### src/rtl/ram16k_arbiter.sv
// Two-port round-robin arbiter in front of a single-port 16K x 16 RAM.
// It also provides a full-memory clear sweep that writes CLEAR_VALUE to
// every word. Grants and mem_* outputs are combinational. Read data, read
// valid, busy and clear_done are registered.
module ram16k_arbiter #(
  parameter logic [15:0] CLEAR_VALUE = 16'h0000
) (
  input  logic        clk,
  input  logic        reset,
  input  logic        a_req,
  input  logic        a_we,
  input  logic [13:0] a_addr,
  input  logic [15:0] a_wdata,
  output logic        a_gnt,
  output logic        a_rvalid,
  output logic [15:0] a_rdata,
  input  logic        b_req,
  input  logic        b_we,
  input  logic [13:0] b_addr,
  input  logic [15:0] b_wdata,
  output logic        b_gnt,
  output logic        b_rvalid,
  output logic [15:0] b_rdata,
  input  logic        clear_start,
  output logic        busy,
  output logic        clear_done,
  output logic [15:0] mem_in,
  output logic [13:0] mem_address,
  output logic        mem_load,
  input  logic [15:0] mem_out
);

  typedef enum logic {
    ST_IDLE  = 1'b0,
    ST_CLEAR = 1'b1
  } state_t;

  localparam logic [13:0] LAST_ADDR = 14'h3FFF;

  state_t      r_state;
  logic [13:0] r_count;
  logic        r_last_b;      // 1: port B was granted most recently
  logic        r_busy;
  logic        r_clear_done;
  logic        r_a_rvalid;
  logic [15:0] r_a_rdata;
  logic        r_b_rvalid;
  logic [15:0] r_b_rdata;

  logic        w_accept;
  logic        w_a_gnt;
  logic        w_b_gnt;
  logic [15:0] w_mem_in;
  logic [13:0] w_mem_address;
  logic        w_mem_load;

  // A pending clear_start outranks both ports. On a tie, the port that was
  // not served last gets the grant.
  assign w_accept = (r_state == ST_IDLE) & ~clear_start;
  assign w_a_gnt  = w_accept & a_req & (~b_req | r_last_b);
  assign w_b_gnt  = w_accept & b_req & ~w_a_gnt;

  // RAM port mux: the clear sweep, the granted port, or quiet zeros
  always_comb begin
    w_mem_in      = 16'h0000;
    w_mem_address = 14'h0000;
    w_mem_load    = 1'b0;
    case (r_state)
      ST_CLEAR: begin
        w_mem_in      = CLEAR_VALUE;
        w_mem_address = r_count;
        w_mem_load    = 1'b1;
      end
      ST_IDLE: begin
        if (w_a_gnt) begin
          w_mem_in      = a_wdata;
          w_mem_address = a_addr;
          w_mem_load    = a_we;
        end else if (w_b_gnt) begin
          w_mem_in      = b_wdata;
          w_mem_address = b_addr;
          w_mem_load    = b_we;
        end else begin
          w_mem_in      = 16'h0000;
          w_mem_address = 14'h0000;
          w_mem_load    = 1'b0;
        end
      end
      default: begin
        w_mem_in      = 16'h0000;
        w_mem_address = 14'h0000;
        w_mem_load    = 1'b0;
      end
    endcase
  end

  // Control FSM: sweep counter, busy/done flags and round-robin history
  always_ff @(posedge clk or posedge reset) begin
    if (reset) begin
      r_state      <= ST_IDLE;
      r_count      <= 14'h0000;
      r_last_b     <= 1'b1;
      r_busy       <= 1'b0;
      r_clear_done <= 1'b0;
    end else begin
      case (r_state)
        ST_IDLE: begin
          r_clear_done <= 1'b0;
          if (clear_start) begin
            r_state <= ST_CLEAR;
            r_count <= 14'h0000;
            r_busy  <= 1'b1;
          end else if (w_a_gnt) begin
            r_last_b <= 1'b0;
          end else if (w_b_gnt) begin
            r_last_b <= 1'b1;
          end
        end
        ST_CLEAR: begin
          // clear_start is deliberately ignored here so a sweep never restarts
          if (r_count == LAST_ADDR) begin
            r_state      <= ST_IDLE;
            r_count      <= 14'h0000;
            r_busy       <= 1'b0;
            r_clear_done <= 1'b1;
          end else begin
            r_count      <= r_count + 14'h0001;
            r_clear_done <= 1'b0;
          end
        end
        default: begin
          r_state      <= ST_IDLE;
          r_count      <= 14'h0000;
          r_busy       <= 1'b0;
          r_clear_done <= 1'b0;
        end
      endcase
    end
  end

  // Port A read return: capture RAM output on a granted read, pulse valid once
  always_ff @(posedge clk or posedge reset) begin
    if (reset) begin
      r_a_rvalid <= 1'b0;
      r_a_rdata  <= 16'h0000;
    end else if (w_a_gnt && !a_we) begin
      r_a_rvalid <= 1'b1;
      r_a_rdata  <= mem_out;
    end else begin
      r_a_rvalid <= 1'b0;
    end
  end

  // Port B read return: capture RAM output on a granted read, pulse valid once
  always_ff @(posedge clk or posedge reset) begin
    if (reset) begin
      r_b_rvalid <= 1'b0;
      r_b_rdata  <= 16'h0000;
    end else if (w_b_gnt && !b_we) begin
      r_b_rvalid <= 1'b1;
      r_b_rdata  <= mem_out;
    end else begin
      r_b_rvalid <= 1'b0;
    end
  end

  assign a_gnt       = w_a_gnt;
  assign b_gnt       = w_b_gnt;
  assign a_rvalid    = r_a_rvalid;
  assign a_rdata     = r_a_rdata;
  assign b_rvalid    = r_b_rvalid;
  assign b_rdata     = r_b_rdata;
  assign busy        = r_busy;
  assign clear_done  = r_clear_done;
  assign mem_in      = w_mem_in;
  assign mem_address = w_mem_address;
  assign mem_load    = w_mem_load;

endmodule

### config.mk
export PLATFORM = sky130hd
export DESIGN_NAME = ram16k_arbiter
export DESIGN_NICKNAME = d
export VERILOG_FILES = /design/src/rtl/ram16k_arbiter.sv
export SDC_FILE = /design/constraint.sdc
export NUM_CORES = 1
export LEC_CHECK = 0
export ABC_AREA = 1
export ABC_CLOCK_PERIOD_IN_PS = 2440
export CAP_MARGIN = 10
export CORE_MARGIN = 1
export CORE_UTILIZATION = 42
export CTS_CLUSTER_SIZE = 30
export DETAILED_ROUTE_END_ITERATION = 8
export PLACE_DENSITY = 0.94
export SKIP_LAST_GASP = 1
export SLEW_MARGIN = 20
export SYNTH_ARGS = -nofsm -noshare
export SYNTH_HDL_FRONTEND = slang
export SYNTH_SLANG_ARGS = --single-unit
export TNS_END_PERCENT = 1
### constraint.sdc
create_clock -name clk -period 2.44 [get_ports clk]
set_clock_uncertainty 0.2 [all_clocks]
set_input_delay 0.366 -clock clk [delete_from_list [all_inputs] [get_ports clk]]
set_output_delay 0.366 -clock clk [all_outputs]
set_load 0.02 [all_outputs]
==> summary.txt <==
Final layout
  • Fin cells: 571
  • Area Overhead vs Synth: 59.5%
  • Multi-input gate area: 1190 um^2
  • Final Util: 0.691
  • Layout cells sized above 1: 0.0749
  • Filler instances: 504
  • Final instance area: 4390 um^2
  • Antenna Cells: 0
  • Seq. cell area: 1300 um^2
  • Fin nets: 577

Critical path
  • Worst Reg-to-Reg Cells: 8
  • Crit path to: mem_in[15]
  • Startpoint Class: input port
  • Critical Path AT: 2.02 ns
  • Reg-to-Reg End: r_count[1]$_DFFE_PP0P_
  • Crit Path Category: input port to output pin
  • CP Launch Point: clear_start
  • Worst R2R Setup Slack: 0.56 ns
  • Worst endpoint required time: 1.87 ns
  • R2r startpoint: r_count[1]$_DFFE_PP0P_
  • Worst Setup End Kind: output pin
  • Critical-path maximum fanout: 32

CTS
  • Worst skew pair latency: 0.30 ns
  • TritonCTS Buffers: 5
  • Clock Tree Buf Depth: 2
  • Clock root cell: clkbuf_8
  • Clk sinks: 52
  • # Post-CTS Setup Buffers: 0
  • Htree depth: 2
  • CTS tree: yes
  • Clock slew at reported path FFs: 0.09 ns

Place
  • # port buffers: 151
  • Gpl congestion: 0.886
  • Hpwl dp: 6.77 mm
  • Dpl cells: 563
  • Setup WS pre-CTS: -0.408 ns
  • Area after DPL: 4330 um^2

Logic synthesis
  • Post-Syn Area: 2750 um^2
  • Sequential-to-total area share from yosys stat: 0.474
  • Warnings from Yosys: 0
  • Top post-synthesis cells by area: dfrtp_1 46%, nand2_1 16%, a22o_1 5.1%, o21ai_2 5.1%, inv_1 4.9%
  • Area fraction of the dominant cell type after synthesis: 0.464
  • Yosys cell types: 24
  • Average cell area after synthesis: 7.99 um^2
  • Post-Syn Nets: 428
  • #FFs+latches synth: 52
  • Synth area leader: dfrtp_1
  • Cells after Synth: 344

Global routing
  • Number of antenna violations at the first check in global routing: 0
  • Pin count of the biggest net entering global routing: 53
  • Vias in the first global route: 2954
  • Total grt overflow: 0
  • Gr usage total: 0.259
  • First-pass GRT wire length: 14.4 mm

Min path
  • Hold Crit Class: input port to asynchronous set/reset pin

Routing
  • DRT Pass-1 Iters: 6
  • Final antenna-violating net count: 0
  • Routed WL per cell: 15.3 um
  • Post-Route WL: 8.71 mm
  • Via density: 5.08
  • DR iter-0 viols: 242
  • DRC: 0
  • Vias: 2903

Timing
  • Slew at the pin with the worst max-slew slack: 0.426 ns
  • Min cycle time layout: 2.58 ns
  • Final Worst Setup Slack: -0.143 ns
  • Final hold vios: 0
  • # setup viols final: 31
  • Fmax: 0.387 GHz
  • Slew headroom: 0.716
  • RSZ-0062 raised after global routing: true
  • Tcrit/Tclk final: 1.06
  • Final slew viol count: 0

Status
  • Failing checks: negative setup slack
  • Status: finished, violations left

Flow run
  • MaxCap Viol Count: 0

Floorplan
  • Io pins: 152
  • Num rows: 29
  • Die area: 6870 um^2
  • Die width: 82.9 um
  • Starting density of the core: 0.433
  • Chip Height: 82.9 um
  • Total core area: 6350 um^2

Power and ir drop
  • Power Total: 3.43 mW
  • Pleak: 2.14 nW
  • Max rail drop VDD: 0.000482 V
  • Power per cell area: 783 nW/um^2
how the worst min path moves through the flow:
stage / from / end / slack [ns]
detailed placement: b_rdata[13]$_DFFE_PP0P_ / b_rdata[13]$_DFFE_PP0P_ / 0.27
global placement: b_rdata[13]$_DFFE_PP0P_ / b_rdata[13]$_DFFE_PP0P_ / 0.26
floorplan: r_count[1]$_DFFE_PP0P_ / r_count[1]$_DFFE_PP0P_ / 0.30
CTS: reset / r_count[4]$_DFFE_PP0P_ / 0.23
finish: reset / r_count[8]$_DFFE_PP0P_ / 0.21
global route: reset / a_rdata[8]$_DFFE_PP0P_ / 0.23
critical path, cell delays in order:
cell	delay, ns
clkdlybuf4s50_1	0.48
nor2_4	0.16
nand2_1	0.07
inv_2	0.05
nand2_1	0.06
inv_1	0.09
buf_12	0.19
a22o_1	0.15
dlygate4sd2_1	0.39
cell type report:
class                      count  area share
multi-input combinational    238       0.271
inverter                      37      0.0317
timing repair buffer         159       0.358
clock buffer                   6      0.0165
sequential                    52       0.297
tap                           77      0.0220
clock inverter                 2     0.00371
sequential cells by signal, indices dropped and copies added (netlist names):
| signal | count |
|---|---|
| r_count | 14 |
| a_rvalid | 1 |
| r_state | 1 |
| a_rdata | 16 |
| busy | 1 |
| b_rvalid | 1 |
| b_rdata | 16 |
| r_last_b | 1 |
| clear_done | 1 |
synthesized netlist by cell type:
master      n
nand2_1   120
dfrtp_1    51
inv_1      36
nand3_1    26
nor2_1     18
a22o_1     16
o21ai_1    16
o21ai_2    16
buf_2       9
o21ai_0     8
buf_6       6
xor2_1      5
nand4_1     4
clkbuf_1    2
or2_1       2
a21oi_1     1
a32o_1      1
dfstp_2     1
ha_1        1
inv_2       1
nor2_2      1
nor2_4      1
o22ai_1     1
or2_2       1
cells by family (layout without fill, tap and decap cells):
group / after synthesis / after routing / synth area share
XOR/XNOR: 5 / 5 / 0.0159
AO/OA/AOI/OAI: 59 / 59 / 0.153
buffers and inverters: 54 / 204 / 0.0942
AND/OR/NAND/NOR: 173 / 173 / 0.258
adder cells (fa/ha/maj): 1 / 1 / 0.00455
flip-flops: 52 / 52 / 0.474
per-layer routing:
layer	share of wire	global-route usage	vias to the layer above
li1	-	-	1401
met1	0.40	0.319	1361
met2	0.50	0.455	126
met3	0.072	0.0537	15
met4	0.024	0.0768	0
met5	0	0	-
per-stage QoR:
stage	hold WS (ns)	TNS (ns)
finish	0.211	-2.67
global route	0.231	-5.02
CTS	0.232	-2.88
detailed placement	0.269	-11.52
floorplan	0.296	0
global placement	0.265	-10.29
where the power goes:
part | internal (mW) | total, mW | switching (mW)
clock network | 0.205 | 0.491 | 0.287
logic | 0.714 | 1.59 | 0.877
registers | 1.11 | 1.35 | 0.246
total | 2.02 | 3.43 | 1.41
layout by cell type (no fill, tap or decap), types with 2 or more instances in the layout:
cell	Yosys	final
nand2_1	120	120
clkdlybuf4s50_1	0	118
dfrtp_1	51	51
inv_1	36	35
dlygate4sd2_1	0	32
nand3_1	26	26
nor2_1	18	18
o21ai_1	16	16
o21ai_2	16	16
a22o_1	16	16
o21ai_0	8	8
xor2_1	5	5
clkbuf_8	0	5
buf_4	0	5
nand4_1	4	4
buf_12	0	3
or2_1	2	2
inv_2	1	2
what timing repair did:
action	4_1_cts	5_1_grt
gates resized for setup	32	1
pin swaps	0	0
setup endpoints to repair	33	33
hold buffers	0	0
No activity file was read; power rests on OpenSTA's default activity.
